**config.mk**
```make
export PLATFORM = sky130hd
export DESIGN_NAME = out_display
export DESIGN_NICKNAME = d
export VERILOG_FILES = /design/src/rtl/out_display.sv
export SDC_FILE = /design/constraint.sdc
export NUM_CORES = 1
export LEC_CHECK = 0
export ABC_AREA = 0
export CORE_ASPECT_RATIO = 1.5
export CORE_MARGIN = 4
export CORE_UTILIZATION = 25
export CTS_CLUSTER_SIZE = 16
export DETAILED_ROUTE_END_ITERATION = 16
export GPL_TIMING_DRIVEN = 0
export PLACE_DENSITY = 0.46
export SYNTH_ARGS = -nofsm -noshare
export SYNTH_HDL_FRONTEND = slang
export SYNTH_SLANG_ARGS = --single-unit
```
**constraint.sdc**
```tcl
create_clock -name clk -period 6.95 [get_ports clk]
set_input_delay 1.39 -clock clk [delete_from_list [all_inputs] [get_ports clk]]
set_output_delay 1.39 -clock clk [all_outputs]
set_load 0.01 [all_outputs]
```
**src/rtl/out_display.sv**
```systemverilog
// Three-digit decimal display driver: latches an 8-bit value, converts it to BCD with a
// sequential double-dabble engine and scans it onto a multiplexed 7-segment display.
module out_display #(
   parameter int unsigned SCAN_DIV = 50000,
   parameter bit          LZB      = 1'b1
) (
   input  logic        clk,
   input  logic        clr,
   input  logic [7:0]  data_in,
   input  logic        load,
   output logic        busy,
   output logic [11:0] bcd,
   output logic [2:0]  an,
   output logic [6:0]  seg
);

   typedef enum logic [1:0] {IDLE, CONV, DONE} state_t;

   state_t      state_q, state_d;
   logic [19:0] sh_q, sh_d;
   logic [2:0]  iter_q, iter_d;
   logic [7:0]  pend_q, pend_d;
   logic        pend_v_q, pend_v_d;
   logic [11:0] bcd_q, bcd_d;
   logic [15:0] presc_q, presc_d;
   logic [1:0]  idx_q, idx_d;
   logic [2:0]  an_q, an_d;
   logic [6:0]  seg_q, seg_d;
   logic [3:0]  nib;
   logic        blank;

   // One double-dabble iteration: adjust each BCD nibble >= 5 by +3, then shift left.
   function automatic logic [19:0] dd_step(input logic [19:0] s);
      logic [19:0] t;
      t = s;
      for (int k = 0; k < 3; k++) begin
         if (t[8+4*k +: 4] >= 4'd5) t[8+4*k +: 4] = t[8+4*k +: 4] + 4'd3;
      end
      return {t[18:0], 1'b0};
   endfunction

   function automatic logic [6:0] glyph(input logic [3:0] d);
      case (d)
         4'd0:    glyph = 7'h40;
         4'd1:    glyph = 7'h79;
         4'd2:    glyph = 7'h24;
         4'd3:    glyph = 7'h30;
         4'd4:    glyph = 7'h19;
         4'd5:    glyph = 7'h12;
         4'd6:    glyph = 7'h02;
         4'd7:    glyph = 7'h78;
         4'd8:    glyph = 7'h00;
         4'd9:    glyph = 7'h10;
         default: glyph = 7'h7F;
      endcase
   endfunction

   // Conversion FSM; a load arriving on the DONE edge outranks an older pending value.
   always_comb begin
      state_d  = state_q;
      sh_d     = sh_q;
      iter_d   = iter_q;
      pend_d   = pend_q;
      pend_v_d = pend_v_q;
      bcd_d    = bcd_q;
      case (state_q)
         IDLE: begin
            if (load) begin
               sh_d    = {12'd0, data_in};
               iter_d  = 3'd0;
               state_d = CONV;
            end
         end
         CONV: begin
            sh_d   = dd_step(sh_q);
            iter_d = iter_q + 3'd1;
            if (iter_q == 3'd7) state_d = DONE;
            if (load) begin
               pend_d   = data_in;
               pend_v_d = 1'b1;
            end
         end
         DONE: begin
            bcd_d    = sh_q[19:8];
            pend_v_d = 1'b0;
            iter_d   = 3'd0;
            if (load) begin
               sh_d    = {12'd0, data_in};
               state_d = CONV;
            end else if (pend_v_q) begin
               sh_d    = {12'd0, pend_q};
               state_d = CONV;
            end else begin
               state_d = IDLE;
            end
         end
         default: state_d = IDLE;
      endcase
   end

   // Scan runs freely; an/seg are computed from next-state values so they change on the
   // same edge as the digit index or the displayed value.
   always_comb begin
      presc_d = presc_q + 16'd1;
      idx_d   = idx_q;
      if (presc_q == 16'(SCAN_DIV - 1)) begin
         presc_d = 16'd0;
         idx_d   = (idx_q == 2'd2) ? 2'd0 : idx_q + 2'd1;
      end
      nib   = bcd_d[3:0];
      blank = 1'b0;
      an_d  = 3'b110;
      case (idx_d)
         2'd1: begin
            an_d  = 3'b101;
            nib   = bcd_d[7:4];
            blank = LZB && (bcd_d[11:8] == 4'd0) && (bcd_d[7:4] == 4'd0);
         end
         2'd2: begin
            an_d  = 3'b011;
            nib   = bcd_d[11:8];
            blank = LZB && (bcd_d[11:8] == 4'd0);
         end
         default: ;
      endcase
      seg_d = blank ? 7'h7F : glyph(nib);
   end

   always_ff @(posedge clk or posedge clr) begin
      if (clr) begin
         state_q  <= IDLE;
         sh_q     <= 20'd0;
         iter_q   <= 3'd0;
         pend_q   <= 8'd0;
         pend_v_q <= 1'b0;
         bcd_q    <= 12'h000;
         presc_q  <= 16'd0;
         idx_q    <= 2'd0;
         an_q     <= 3'b110;
         seg_q    <= 7'h40;
      end else begin
         state_q  <= state_d;
         sh_q     <= sh_d;
         iter_q   <= iter_d;
         pend_q   <= pend_d;
         pend_v_q <= pend_v_d;
         bcd_q    <= bcd_d;
         presc_q  <= presc_d;
         idx_q    <= idx_d;
         an_q     <= an_d;
         seg_q    <= seg_d;
      end
   end

   assign busy = (state_q != IDLE);
   assign bcd  = bcd_q;
   assign an   = an_q;
   assign seg  = seg_q;

endmodule

```
Word level (Yosys, flattened, before mapping)
Memories as Yosys holds them, arrays and structs flattened. Index checks and enable logic that the tools add are counted.

Add/subtract/negate cells: 6. Multipliers: 0. Div/mod/pow operators: 0. Magnitude comparators: 3. Equal/unequal tests: 11. Shift-type cells: 0. Mux-type cells: 24. Bitwise gates (word level): 0. Reduce and logical (&&, ||, !) cells: 12.

Operators with widths (number): two-way mux 20 bit (3); one-hot mux 20 bit (3 select lines) (1); adder 16 x 1 -> 16 bit, second input constant (1); equality test 16 bit, second input constant (1); two-way mux 16 bit (1); >= comparator 4 x 3 -> 1 bit, second input constant (3); two-way mux 12 bit (1); one-hot mux 3 bit (3 select lines) (1); adder 4 x 2 -> 4 bit, second input constant (2); zero test 4 bit (2); two-way mux 2 bit (4); two-way mux 4 bit (2); one-hot mux 4 bit (2 select lines) (1); AND reduction 2 bit (4); two-way mux 7 bit (1); equality test 2 bit, second input constant (3); two-way mux 3 bit (2); != test 2 bit, second input constant (3); one-hot mux 2 bit (3 select lines) (1); one-hot mux 3 bit (2 select lines) (1); equality test 2 x 1 -> 1 bit, second input constant (2); one-hot mux 1 bit (2 select lines) (2); nonzero test 2 bit (2); adder 3 x 1 -> 3 bit, second input constant (1); other kinds (9) (11).

Flip-flop bits (word level): 74. Latch bits: 0. RAM bits: 0. Bits in read-only memories: 112. Bits of input ports: 11. Output and inout port bits: 23. Word-level logic and storage cells: 67. Memories kept: 1.

Memories: (name not given) (depth 16, bits a word 7, rd ports 1, clocked after memory_dff 0, wr ports 0, line 43) `case (d)`.

Depth between registers and ports, before layout
An unclocked memory read counts as a cell.

Word-level depth: 7. Depth in mapped cells: 14.

Worst setup path after synthesis
Ideal clock, no wire load.

Kind: reg-to-reg. Start point: reg presc_q[0]. End point: reg seg_q[3], in the netlist seg[3]. Arrival time: 2892 ps. Data required time: 6801 ps. Path slack: 3908 ps. Stages on the path, launching flop included: 14. Buffers on the path: 2. Clock period less this slack: 3042 ps. Cells stage by stage: dfrtp_1 ha_1 and3_1 and4_1 clkbuf_1 mux2i_1 ha_1 buf_2 o21ai_1 inv_1 ha_1 inv_1 o21ai_0 o311ai_0.

Cells in the longest elaborated chain, start to end: 6. Elaborated cells between the ends (all ways): 8. Classes of those cells: eq/ne: 3; mux: 4; memory: 1.

RTL lines: start, declared (line 25) `logic [15:0] presc_q, presc_d;`; start signal, assigned (line 148) `presc_q <= presc_d;`; equality test 16 bit (*) (line 106) `if (presc_q == 16'(SCAN_DIV - 1)) begin`; two-way mux 2 bit (*) (line 106); net idx_d[1] (line 26) `logic [1:0] idx_q, idx_d;`; equality test 2 bit or equality test 2 x 1 -> 1 bit (tied branches) (line 113) `case (idx_d)`; one-hot mux 4 bit (2 select lines) (line 113); memory (16 x 7 bit); two-way mux 7 bit (*) (line 126) `seg_d = blank ? 7'h7F : glyph(nib);`; net seg_d[3] (line 28) `logic [6:0] seg_q, seg_d;`; end signal, assigned (line 151) `seg_q <= seg_d;`; end, declared (line 28).

The timed path passes the listed nets; every way through them passes the cells marked *. A chain may end at the register's enable or synchronous reset.

Final worst setup path
Same ends and word-level chain as after synthesis.

==> metrics.md <==
| Metric | Value |
|---|---|
| Result of the run | complete, no violations |
| Cts repair resizes | 0 |
| DRC violation count after routing | 0 |
| Area of the multi-input gates | approximately 1700 um^2 |
| Critical Path Source Type | register |
| Top FF cell, synth | sky130_fd_sc_hd__dfrtp_1 |
| Setup slack on the worst flop-to-flop path | 3270 ps |
| Endpoint of the lowest-slack register-to-register path | seg[3] |
| Die footprint | approximately 17000 um^2 |
| Height of the die | roughly 160 um |
| Post-synthesis instance area | between 3000 and 4000 um^2 |
| CP dominant cell by count | sky130_fd_sc_hd__ha_1 |
| Worst skew pair latency | 330 ps |
| Start of the worst register-to-register path | presc_q[0] |
| Cell chosen for the clock root | sky130_fd_sc_hd__clkbuf_16 |
| H-tree lvl count | 3 |
| Iteration-0 DRC Markers | 110 |
| FF-to-FF path depth | 13 |
| Largest stage delay on the critical path | 480 ps |
| Storage element area | 1860 um^2 |
| Number of instances in the synthesized netlist | 356 |
| Number of antenna cells inserted | 0 |
| Type of the tightest min-delay check | reg2reg |
| Detailed-route vias per instance | 4.56 |
| Nets | 431 |
| Final core utilization | 31.6% |
| Die Wd | 108 um |
| Net load switching power | 0.367 mW |
| Half-perimeter wire length after detailed placement | 6220 um |
| Worst relative slew slack | 62.8% |
| Clock transition time at the flip-flop clock pins of the worst setup and hold paths | ~60 ps |
| Port Buf Inserts | 32 |
| Design internal power | 0.887 mW |
| Leakage component of the power | about 2.0 nW |
| Number of pins with negative max-slew slack in the final report | 0 |
| Pre-CTS WS | about 3200 ps |
| Hold path startpoint | presc_q[0] |
| Post-route worst hold slack | 488 ps |
| Average cell area after synthesis | 10.4 um^2 |
| Synthesized Nets | 387 |
| Required time of the critical path | 7130 ps |
| Post-detailed-routing wire length | 8580 um |
| Worst path slowest cell | sky130_fd_sc_hd__o21ai_0 |
| Arrival time at the worst endpoint | between 3000 and 4000 ps |
| Initial antenna violation count | 0 |
| Fin Clk Skew | 7.80 ps |
| Global-route wire length before repair | 14800 um |
| Pwr per Cell Area | 272 nW/um^2 |
| Top-level port count | 34 |
| Number of global-route vias before repair | ~3k |
| Timing-limited maximum frequency | around 270 MHz |
| Residual antenna-violating net count after detailed routing | 0 |
| Sequential Power Share | 42.2% |
| Sum of negative setup slack | 0 ps |
| Setup violators final | 0 |
| Total of fill cells in the finished design | 1533 |
| Number of unique standard cell types used by synthesis | 46 |
| Buffering stage count on the worst path with inverters included | 4 |
| Total of warnings raised by yosys | 0 |
| Clock tree from TritonCTS | yes |
| Post-route total power | 1.25 mW |
| Cts bufs inserted | 9 |
| Number of setup buffers added after CTS | 0 |
| Clock power share | 36.9% |
| Share of cells above drive strength 1 | a little under an eighth |
| Overflow left after global routing | 0 |
| Final Critical Period | approximately 3700 ps |
| Number of rows in the core area | 54 |
| Hold Vio Cnt, Final | 0 |
| Largest fanout on the critical path | 10 |
| Vias after detailed routing | ~2.7k |
| Cell family with most CP delay | adder cells |
| Crit path cell chain | ha_1 > and3_1 > and4_1 > clkbuf_1 > mux2i_1 > ha_1 > buf_2 > o21ai_0 > inv_1 > ha_1 > inv_1 > o21ai_0 > o311ai_0 |
| Number of register bits inferred by synthesis | between 70 and 80 |
| Number of cells traversed by the worst hold path | 1 |
| Post-cts hold buffer count | 0 |
| Final worst-path setup slack | 3270 ps |
| Sw Share | 29.3% |
| Critical path capture point type | register |
| Fraction of power consumed by combinational cells | a little over a fifth |
| Maxcap violations | 0 |
| Initial Util | 25.5% |
| Hold Path Sink | presc_q[0] |
| Proportion of synthesized chip area in sequential cells | 49.9% |
| Overall global routing resource usage | 11.0% |
| Kind of critical path | reg2reg |
| Maximum number of pins on one net before global-route repair | between 70 and 80 |
| Max clock buf depth | 2 |
| Final RePlAce weighted congestion | 0.779 |
| Detailed-router iteration count before antenna repair | 4 |
| Proportion of synthesized flip-flops having asynchronous set or reset | 100% |
| Per-cell routed wire length | roughly 14 um |
| Sink count of the clock tree | 74 |
| Post-route fraction of the period consumed by the critical path | 52.9% |
| Area growth from synthesis to layout | 24.0% |
| Number of enable flip-flop cells after synthesis | 0 |
| RSZ-0062 raised after global routing | no |
| Core Region | 14600 um^2 |
| Worst voltage drop across the vdd grid | 127 uV |
| Actual transition at the worst max-transition pin | 552 ps |
==> layer usage <==
layer	global-route usage (%)	vias to the layer above	wire length [um]
li1	-	1343	-
met1	13.1	1351	3770
met2	19.7	39	4490
met3	1.89	10	167
met4	4.39	0	161
met5	0	-	0
==> kinds of logic (layout without fill, tap and decap cells) <==
kind of cell             after synthesis  after routing  share of synthesized area (%)
AO/OA/AOI/OAI                         82             82                           14.6
XOR/XNOR                              17             17                           4.01
adder cells (fa/ha/maj)               20             20                           6.74
buffers and inverters                 34             83                           3.97
flip-flops                            74             74                           49.9
multiplexers                          24             24                           7.38
AND/OR/NAND/NOR                      105            105                           13.3
==> layout make-up <==
type,instances,share of cell area [%]
repair buffers,33,7.55
multi-input cells,248,37.2
clock buffers,10,4.97
flip-flops and latches,74,40.3
plain buffers,13,1.49
well taps,196,5.32
inverters,21,1.77
clock inverters,6,1.44
==> registers in the layout, indices dropped and copies added (netlist names) <==
| signal | cells |
|---|---|
| sh_q | 20 |
| presc_q | 16 |
| bcd | 12 |
| pend_q | 8 |
| seg | 7 |
| an | 3 |
| iter_q | 3 |
| idx_q | 2 |
| state_q | 2 |
| pend_v_q | 1 |
==> synthesized netlist by cell type (2+ instances only) <==
| cell | instances | area (um^2) |
|---|---|---|
| sky130_fd_sc_hd__dfrtp_1 | 71 | 1780 |
| sky130_fd_sc_hd__nand2_1 | 41 | 154 |
| sky130_fd_sc_hd__o21ai_0 | 37 | 185 |
| sky130_fd_sc_hd__inv_1 | 21 | 78.8 |
| sky130_fd_sc_hd__nor2_1 | 21 | 78.8 |
| sky130_fd_sc_hd__ha_1 | 20 | 250 |
| sky130_fd_sc_hd__mux2_2 | 19 | 214 |
| sky130_fd_sc_hd__a22o_1 | 10 | 87.6 |
| sky130_fd_sc_hd__nand3_1 | 10 | 50.1 |
| sky130_fd_sc_hd__xor2_1 | 10 | 87.6 |
| sky130_fd_sc_hd__a21oi_1 | 9 | 45.0 |
| sky130_fd_sc_hd__clkbuf_1 | 9 | 33.8 |
| sky130_fd_sc_hd__nor3_1 | 9 | 45.0 |
| sky130_fd_sc_hd__xnor2_1 | 7 | 61.3 |
| sky130_fd_sc_hd__a222oi_1 | 6 | 60.1 |
| sky130_fd_sc_hd__a22oi_1 | 5 | 37.5 |
| sky130_fd_sc_hd__and3_1 | 4 | 25.0 |
| sky130_fd_sc_hd__nand2b_1 | 4 | 25.0 |
| sky130_fd_sc_hd__o311ai_0 | 4 | 35.0 |
| sky130_fd_sc_hd__dfstp_2 | 3 | 78.8 |
| sky130_fd_sc_hd__mux2i_1 | 3 | 30.0 |
| sky130_fd_sc_hd__nor2b_1 | 3 | 18.8 |
| sky130_fd_sc_hd__and2_1 | 2 | 12.5 |
| sky130_fd_sc_hd__mux2_4 | 2 | 30.0 |
| sky130_fd_sc_hd__nand4_1 | 2 | 12.5 |
| sky130_fd_sc_hd__nor3b_1 | 2 | 15.0 |
| sky130_fd_sc_hd__o21ai_1 | 2 | 10.0 |
| sky130_fd_sc_hd__o31ai_1 | 2 | 15.0 |
==> layout by cell type (no fill, tap or decap), types with 5 or more instances in the layout <==
master / netlist / routed
sky130_fd_sc_hd__nor3_1: 9 / 9
sky130_fd_sc_hd__o21ai_0: 37 / 37
sky130_fd_sc_hd__ha_1: 20 / 20
sky130_fd_sc_hd__xor2_1: 10 / 10
sky130_fd_sc_hd__a21oi_1: 9 / 9
sky130_fd_sc_hd__nor2_1: 21 / 21
sky130_fd_sc_hd__a22o_1: 10 / 10
sky130_fd_sc_hd__nand3_1: 10 / 10
sky130_fd_sc_hd__nand2_1: 41 / 41
sky130_fd_sc_hd__a22oi_1: 5 / 5
sky130_fd_sc_hd__clkbuf_1: 9 / 10
sky130_fd_sc_hd__clkbuf_16: 0 / 9
sky130_fd_sc_hd__inv_1: 21 / 20
sky130_fd_sc_hd__a222oi_1: 6 / 6
sky130_fd_sc_hd__xnor2_1: 7 / 7
sky130_fd_sc_hd__mux2_2: 19 / 19
sky130_fd_sc_hd__clkdlybuf4s50_1: 0 / 32
sky130_fd_sc_hd__dfrtp_1: 71 / 71
==> power groups by stage <==
stage	Sequential (mW)	Combinational [mW]	Clock, mW
after global placement	0.535	0.261	0
after global routing	0.536	0.298	0.496
after floorplan	0.529	0.179	0
final	0.529	0.262	0.462
after detailed placement	0.538	0.269	0
after CTS	0.530	0.269	0.473
==> worst max-delay path by stage <==
stage,end,from,cells after the start
global placement,seg[3],clr,2
global route,seg[3],presc_q[0],13
floorplan,an[0],clr,1
CTS,seg[3],presc_q[0],13
detailed placement,seg[3],presc_q[0],13
finish,seg[3],presc_q[0],13
==> per-stage QoR <==
stage | instances | area, um^2
floorplan | 356 | 3710
global placement | 584 | 4280
detailed placement | 585 | 4310
CTS | 601 | 4610
global route | 601 | 4610
finish | 601 | 4610
(Power assumes the default switching activity.)
